===== config.mk =====
export PLATFORM = sky130hd
export DESIGN_NAME = reg_file_wb_flat
export DESIGN_NICKNAME = d
export VERILOG_FILES = /design/src/rtl/reg_file_wb_if.sv /design/src/rtl/reg_file_wb.sv /design/src/flat_wrapper.sv
export SDC_FILE = /design/constraint.sdc
export NUM_CORES = 2
export LEC_CHECK = 0
export ABC_AREA = 1
export CAP_MARGIN = 20
export CORE_UTILIZATION = 51
export DETAILED_ROUTE_END_ITERATION = 7
export GPL_ROUTABILITY_DRIVEN = 0
export PLACE_DENSITY = 0.67
export SKIP_CTS_REPAIR_TIMING = 1
export SYNTH_ARGS = -nofsm -noshare
export SYNTH_HDL_FRONTEND = slang
export SYNTH_SLANG_ARGS = --single-unit

===== constraint.sdc =====
create_clock -name clk -period 100.9 [get_ports clk]
set_input_delay 20.18 -clock clk [delete_from_list [all_inputs] [get_ports clk]]
set_output_delay 20.18 -clock clk [all_outputs]
set_load 0.01 [all_outputs]

===== src/rtl/reg_file_wb_if.sv =====
// Register-file bus: write-back port plus two decode read ports.
interface reg_file_wb_if #(
    parameter int unsigned DATA_W = 32,
    parameter int unsigned ADDR_W = 5
);
    logic              reg_write;
    logic [ADDR_W-1:0] rd;
    logic [DATA_W-1:0] write_data;
    logic [ADDR_W-1:0] rs1;
    logic [ADDR_W-1:0] rs2;
    logic [DATA_W-1:0] read_data1;
    logic [DATA_W-1:0] read_data2;
    logic              x0_write_err;

    // Core side: drives write-back and read indices.
    modport master (
        output reg_write, rd, write_data, rs1, rs2,
        input  read_data1, read_data2, x0_write_err
    );

    // Register-file side.
    modport slave (
        input  reg_write, rd, write_data, rs1, rs2,
        output read_data1, read_data2, x0_write_err
    );
endinterface


===== src/rtl/reg_file_wb.sv =====
// Integer register file with write-through bypass on both read ports.
// x0 reads as zero; writes to it only raise a sticky debug flag.
module reg_file_wb #(
    parameter int unsigned          DATA_W   = 32,
    parameter int unsigned          ADDR_W   = 5,
    parameter bit                   BYPASS   = 1'b1,
    parameter logic [DATA_W-1:0]    SP_RESET = '0
) (
    input logic          clk,
    input logic          rst,
    reg_file_wb_if.slave bus
);
    localparam int unsigned DEPTH = 2 ** ADDR_W;

    logic [DATA_W-1:0] r_regs [DEPTH];
    logic              r_x0_write_err;
    logic [DATA_W-1:0] w_read_data1;
    logic [DATA_W-1:0] w_read_data2;
    logic              w_wr_x0;
    logic              w_wr_reg;

    assign w_wr_x0  = bus.reg_write && (bus.rd == '0);
    assign w_wr_reg = bus.reg_write && (bus.rd != '0);

    // Storage: async reset to 0 (SP_RESET for x2); entry 0 is never written.
    always_ff @(posedge clk or posedge rst) begin
        if (rst) begin
            for (int unsigned i = 0; i < DEPTH; i++) begin
                r_regs[i[ADDR_W-1:0]] <= (i == 32'd2) ? SP_RESET : '0;
            end
        end else if (w_wr_reg) begin
            r_regs[bus.rd] <= bus.write_data;
        end
    end

    // Sticky flag for attempted x0 writes, cleared only by reset.
    always_ff @(posedge clk or posedge rst) begin
        if (rst) begin
            r_x0_write_err <= 1'b0;
        end else if (w_wr_x0) begin
            r_x0_write_err <= 1'b1;
        end
    end

    // Read port 1: zero for x0, bypass beats storage, bypass off while in reset.
    always_comb begin
        w_read_data1 = r_regs[bus.rs1];
        if (BYPASS && !rst && w_wr_reg && (bus.rd == bus.rs1)) begin
            w_read_data1 = bus.write_data;
        end
        if (bus.rs1 == '0) begin
            w_read_data1 = '0;
        end
    end

    // Read port 2: same resolution as port 1, independently.
    always_comb begin
        w_read_data2 = r_regs[bus.rs2];
        if (BYPASS && !rst && w_wr_reg && (bus.rd == bus.rs2)) begin
            w_read_data2 = bus.write_data;
        end
        if (bus.rs2 == '0) begin
            w_read_data2 = '0;
        end
    end

    assign bus.read_data1   = w_read_data1;
    assign bus.read_data2   = w_read_data2;
    assign bus.x0_write_err = r_x0_write_err;
endmodule


===== src/flat_wrapper.sv =====
// flat-port wrapper written by rule: the top's interface ports become plain ports
module reg_file_wb_flat 
#(
    parameter int unsigned          DATA_W   = 32,
    parameter int unsigned          ADDR_W   = 5,
    parameter bit                   BYPASS   = 1'b1,
    parameter logic [DATA_W-1:0]    SP_RESET = '0
)
  (clk, rst, bus_reg_write, bus_rd, bus_write_data, bus_rs1, bus_rs2, bus_read_data1, bus_read_data2, bus_x0_write_err);
  reg_file_wb_if #(.DATA_W(DATA_W), .ADDR_W(ADDR_W)) bus_i ();
  input logic clk;
  input logic rst;
  input wire logic [$bits(bus_i.reg_write)-1:0] bus_reg_write;
  input wire logic [$bits(bus_i.rd)-1:0] bus_rd;
  input wire logic [$bits(bus_i.write_data)-1:0] bus_write_data;
  input wire logic [$bits(bus_i.rs1)-1:0] bus_rs1;
  input wire logic [$bits(bus_i.rs2)-1:0] bus_rs2;
  output wire logic [$bits(bus_i.read_data1)-1:0] bus_read_data1;
  output wire logic [$bits(bus_i.read_data2)-1:0] bus_read_data2;
  output wire logic [$bits(bus_i.x0_write_err)-1:0] bus_x0_write_err;
  assign bus_i.reg_write = bus_reg_write;
  assign bus_i.rd = bus_rd;
  assign bus_i.write_data = bus_write_data;
  assign bus_i.rs1 = bus_rs1;
  assign bus_i.rs2 = bus_rs2;
  assign bus_read_data1 = bus_i.read_data1;
  assign bus_read_data2 = bus_i.read_data2;
  assign bus_x0_write_err = bus_i.x0_write_err;
  reg_file_wb #(.DATA_W(DATA_W), .ADDR_W(ADDR_W), .BYPASS(BYPASS), .SP_RESET(SP_RESET)) u_core (.clk(clk), .rst(rst), .bus(bus_i));
endmodule

# After elaboration in Yosys (flattened, before gate mapping)
# Cells that the tools add are included.
op_classes:
  add_sub_neg: 0
  mul: 0
  div_mod_pow: 0
  order_cmp: 4
  n_eq_ne: 2
  n_shift: 0
  muxes: 13
  bitwise_logic: 3
  n_reduce_logical: 11
op_table:
  columns: ["cell", "count"]
  rows:
  - ["bitwise mux 1024 bit", 1]
  - ["binary-select mux 32 bit (select 5 bit)", 2]
  - ["two-way mux 32 bit", 9]
  - ["demux 32 bit (select 5 bit)", 1]
  - [">= comparator 6 bit, second input constant", 3]
  - ["inverter 5 -> 6 bit", 3]
  - ["zero test 5 bit", 3]
  - ["equality test 5 bit", 2]
  - ["logical AND 1 bit", 6]
  - ["< comparator 6 x 1 -> 1 bit, second input constant", 1]
  - ["nonzero test 5 bit", 1]
  - ["zero test 1 bit", 1]
word_totals:
  reg_bits: 1025
  latch_bits: 0
  ramBits: 0
  mem_bits_ro: 0
  inputBits: 50
  word_cells: 66
  mem_count: 0

# Depth between registers and ports, before layout
depth:
  depth_word: 6
  depth_mapped: 13
  mapped_depth_nobuf: 10

# Worst setup path after synthesis
# No wires, ideal clock.
synth_path:
  kind: "input to output"
  startpoint: "input port bus_rd[2]"
  endpoint: "output port bus_read_data1[30]"
  arrival_time_ps: 21456
  t_required_ps: 80720
  slack_ps: 59264
  cell_stages: 7
  n_path_buf: 2
  cell_sequence: "buf_2 > xnor2_1 > nand3_1 > nor3_2 > nand2_1 > clkbuf_1 > a21oi_1"
synth_between:
  elab_chain_len: 6
  elab_cells_between_ends: 7
  classes_between: "eq/ne: 1; mux: 2; reduce/logical: 4"
synth_lines:
  columns: ["item", "line_no", "text"]
  rows:
  - ["start, declared", "flat_wrapper.sv:14", "input wire logic [$bits(bus_i.rd)-1:0] bus_rd;"]
  - ["nonzero test 5 bit", "reg_file_wb.sv:23", "assign w_wr_reg = bus.reg_write && (bus.rd != '0);"]
  - ["logical AND 1 bit", "reg_file_wb.sv:23", null]
  - ["logical AND 1 bit", "reg_file_wb.sv:48", "if (BYPASS && !rst && w_wr_reg && (bus.rd == bus.rs1)) begin"]
  - ["logical AND 1 bit (*)", "reg_file_wb.sv:48", null]
  - ["two-way mux 32 bit (*)", "reg_file_wb.sv:48", null]
  - ["two-way mux 32 bit (*)", "reg_file_wb.sv:51", "if (bus.rs1 == '0) begin"]
  - ["end, declared", "flat_wrapper.sv:18", "output wire logic [$bits(bus_i.read_data1)-1:0] bus_read_data1;"]
# Every way passes the cells marked *; elsewhere a longest branch is shown, timed or not.

# Final worst setup path
layout_path:
  startpoint: "input port bus_rd[3]"
  endpoint: "output port bus_read_data1[12]"
# Same word-level chain as after synthesis.

==> impl_metrics.toml <==
[setup_path]
cp-end-kind = "output pin"
cp-start-kind = "input port"
crit_family = "buffers and inverters"
arrival_ns = 24.60
cp_slowest_cell = "buf_4"
crit_top_cell = "nand2_1"
worstPathCellList = "clkdlybuf4s50_1, nor3_4, nand2_1, nand2_1, nor2_4, buf_4, nand2_2, buf_12, nand3_1, nand2_1, inv_1, clkdlybuf4s50_1"
cpPeakStageDelay_ns = 0.85
crit_buf_inv = 5
crit_type = "in2out"
crit_required_ns = 80.72
r2r_slack_ns = 100.12
crit_fanout = 66

[die]
io_pins = 115
dieArea_sq_mm = 0.116
fp-row-count = 123
dieHeight_um = 340
core_sq_mm = 0.113
die_width_um = 340
start_util_pct = 51.7

[sta]
maxSlewViolCount = 0
rsz0062_at_grt = "no"
fin_crit_ns = 44.78
fin_worst_skew_ns = 0
max_clock_freq_mhz = 22.3
slew_headroom_pct = 17.9
finalSetupViolations = 0
fin_crit_sh_pct = 44.4
worst_pin_slew_ns = 1.23
finalHoldViolCount = 0
timing.setup.tns_ns = 0

[power_and_ir_drop]
seqPwrFrac_pct = 43.8
comb_power_share_pct = 20.1
p_clk_share_pct = 36.0
power.density_mw_per_mm2 = 19.2
sw_frac_of_total_pct = 32.1
ir_worst_vdd_v = 0.0000169
leakage_uw = 0.0304
p_int_uw = 828
p_total_uw = 1220
switchingPower_uw = 392

[cts]
clk_pin_slew_ns = 0.06
cts_sinks = 1025
cts_max_level = 3
cts_tree = "done"
root_buffer = "clkbuf_16"
cts_buffers = 118
clk_latency_ns = 0.73
clock_path_buffers = 3

[placement]
dp.cells = 9366
dp_hpwl_um = 115000
numPortBuffers = 114

[drt]
avgRoutedWirePerCell_um = 23.8
drc = 0
drt_iter0_drc = 8962
routed_wl_um = 228000
drtAntennaViolNets = 0
dr.pass1.iters = 7
vias_per_cell = 6.12
num_vias = 58700

[hold_path]
hold_path_class = "reg2reg"

[grt]
grt_pass1_wl_um = 342000
grt_max_degree = 189
globalRouteOverflowTotal = 0
grt_pass1_vias = 53700
antenna_found_initial = 7
grtUsageTotal_pct = 38.9

[cells_and_area]
drive_above_1_share_pct = 4.60
final_cell_mix = "nand2_1 (2273), o21ai_0 (1455), dfrtp_1 (1025)"
syn_to_final_growth_pct = 8.69
layout_commonest_cell = "nand2_1"
fill_cells = 10900
final_cells = 9591
layout.nets = 8041

[synthesis]
syn_nets = 8466
postSynthAreaPerCell_sq_um = 6.94
netlist_area_sq_mm = 0.0584
synth_cells = 8416
synth.distinct_cells = 27
synth_seq_cells = 1025
yosysSeqAreaShare_pct = 43.9
yosysWarnings = 0

[flow_run]
max_cap_viol_count = 0

[status]
outcome = "finished clean"
-- worst reg2reg max path: cells and delay by family (launching register included) --
family	cells	cell delay, ns
flip-flops	1	0.40
AO/OA/AOI/OAI	1	0.12
AND/OR/NAND/NOR	1	0.09
-- per-layer routing --
layer / up-vias / share of wire, % / track usage, %
li1: 26500 / - / -
met1: 27500 / 39 / 53.7
met2: 3950 / 42 / 57.1
met3: 731 / 14 / 10.1
met4: 2 / 5.0 / 18.4
met5: - / 0.0057 / 0
-- cell usage after synthesis, drive strengths merged --
library cell     n  area [sq um]
dfrtp         1025         25600
buf            282          1320
nand3          926          4630
a211oi          62           465
nand4            2          12.5
clkbuf         483          1810
clkinv           2          7.51
inv            841          3160
o211ai         127           953
o21ai         1519          7600
nor2           230           878
a21oi          591          2960
xnor2            6          52.6
nor4             1          21.3
xor2             4          35.0
nor3            12           134
o21bai           1          7.51
nand2         2302          8660
-- sequential cells by signal (all words and copies together) (netlist names) --
signal	flops
u_core.bus.x0_write_err	1
u_core.r_regs	1024
-- kinds of logic (layout without fill, tap and decap cells) --
| kind of cell | count (synthesis) | after routing | synth area share, % |
|---|---|---|---|
| and+or+nand+nor | 3473 | 3473 | 24.6 |
| AOI/OAI and AO/OA | 2300 | 2300 | 20.5 |
| buffers and inverters | 1608 | 1278 | 10.8 |
| DFF | 1025 | 1025 | 43.9 |
| xor gates and xnor gates | 10 | 10 | 0.150 |
| other | 0 | 5 | 0 |
-- final cells by class --
class,count,area (sq um),area share (%)
Clock buffer,176,3480,5.49
Clock inverter,39,445,0.702
Sequential cell,1025,25600,40.4
Timing Repair Buffer,220,2130,3.36
Inverter,843,3200,5.05
Antenna cell,5,12.5,0.0197
Tap cell,1500,1880,2.96
Multi-Input combinational cell,5783,26600,42.0
-- power by group through the flow --
stage / sequential (uW) / combinational (uW) / clock (uW)
3_3_place_gp: 536 / 233 / 0
6_report: 535 / 245 / 440
3_5_place_dp: 539 / 240 / 0
2_1_floorplan: 531 / 176 / 0
5_1_grt: 543 / 279 / 457
4_1_cts: 532 / 241 / 441
-- final timing paths --
check                                 endpoint           startpoint  cells past startpoint
max                         bus_read_data1[12]            bus_rd[3]                     12
max in group asynchronous   u_core.r_regs[988]                  rst                      5
min in group asynchronous   u_core.r_regs[818]                  rst                      2
max reg2reg                 u_core.r_regs[411]   u_core.r_regs[411]                      2
min reg2reg                u_core.r_regs[1016]  u_core.r_regs[1016]                      0
min                        u_core.r_regs[1016]  u_core.r_regs[1016]                      0
-- metrics by stage --
| step | cell area (sq um) | utilization, % | setup WS [ns] | hold WS (ns) |
|---|---|---|---|---|
| floorplan | 58400 | - | 51.88 | 0.429 |
| detailed placement | 59400 | 52.6 | 56.34 | 0.366 |
| global route | 63400 | 56.2 | 56.12 | 0.384 |
| CTS | 63300 | 56.0 | 56.34 | 0.378 |
| global placement | 59300 | 52.5 | 55.87 | 0.365 |
| finish | 63400 | 56.2 | 56.12 | 0.376 |
Power figures use the tool's default switching activity.
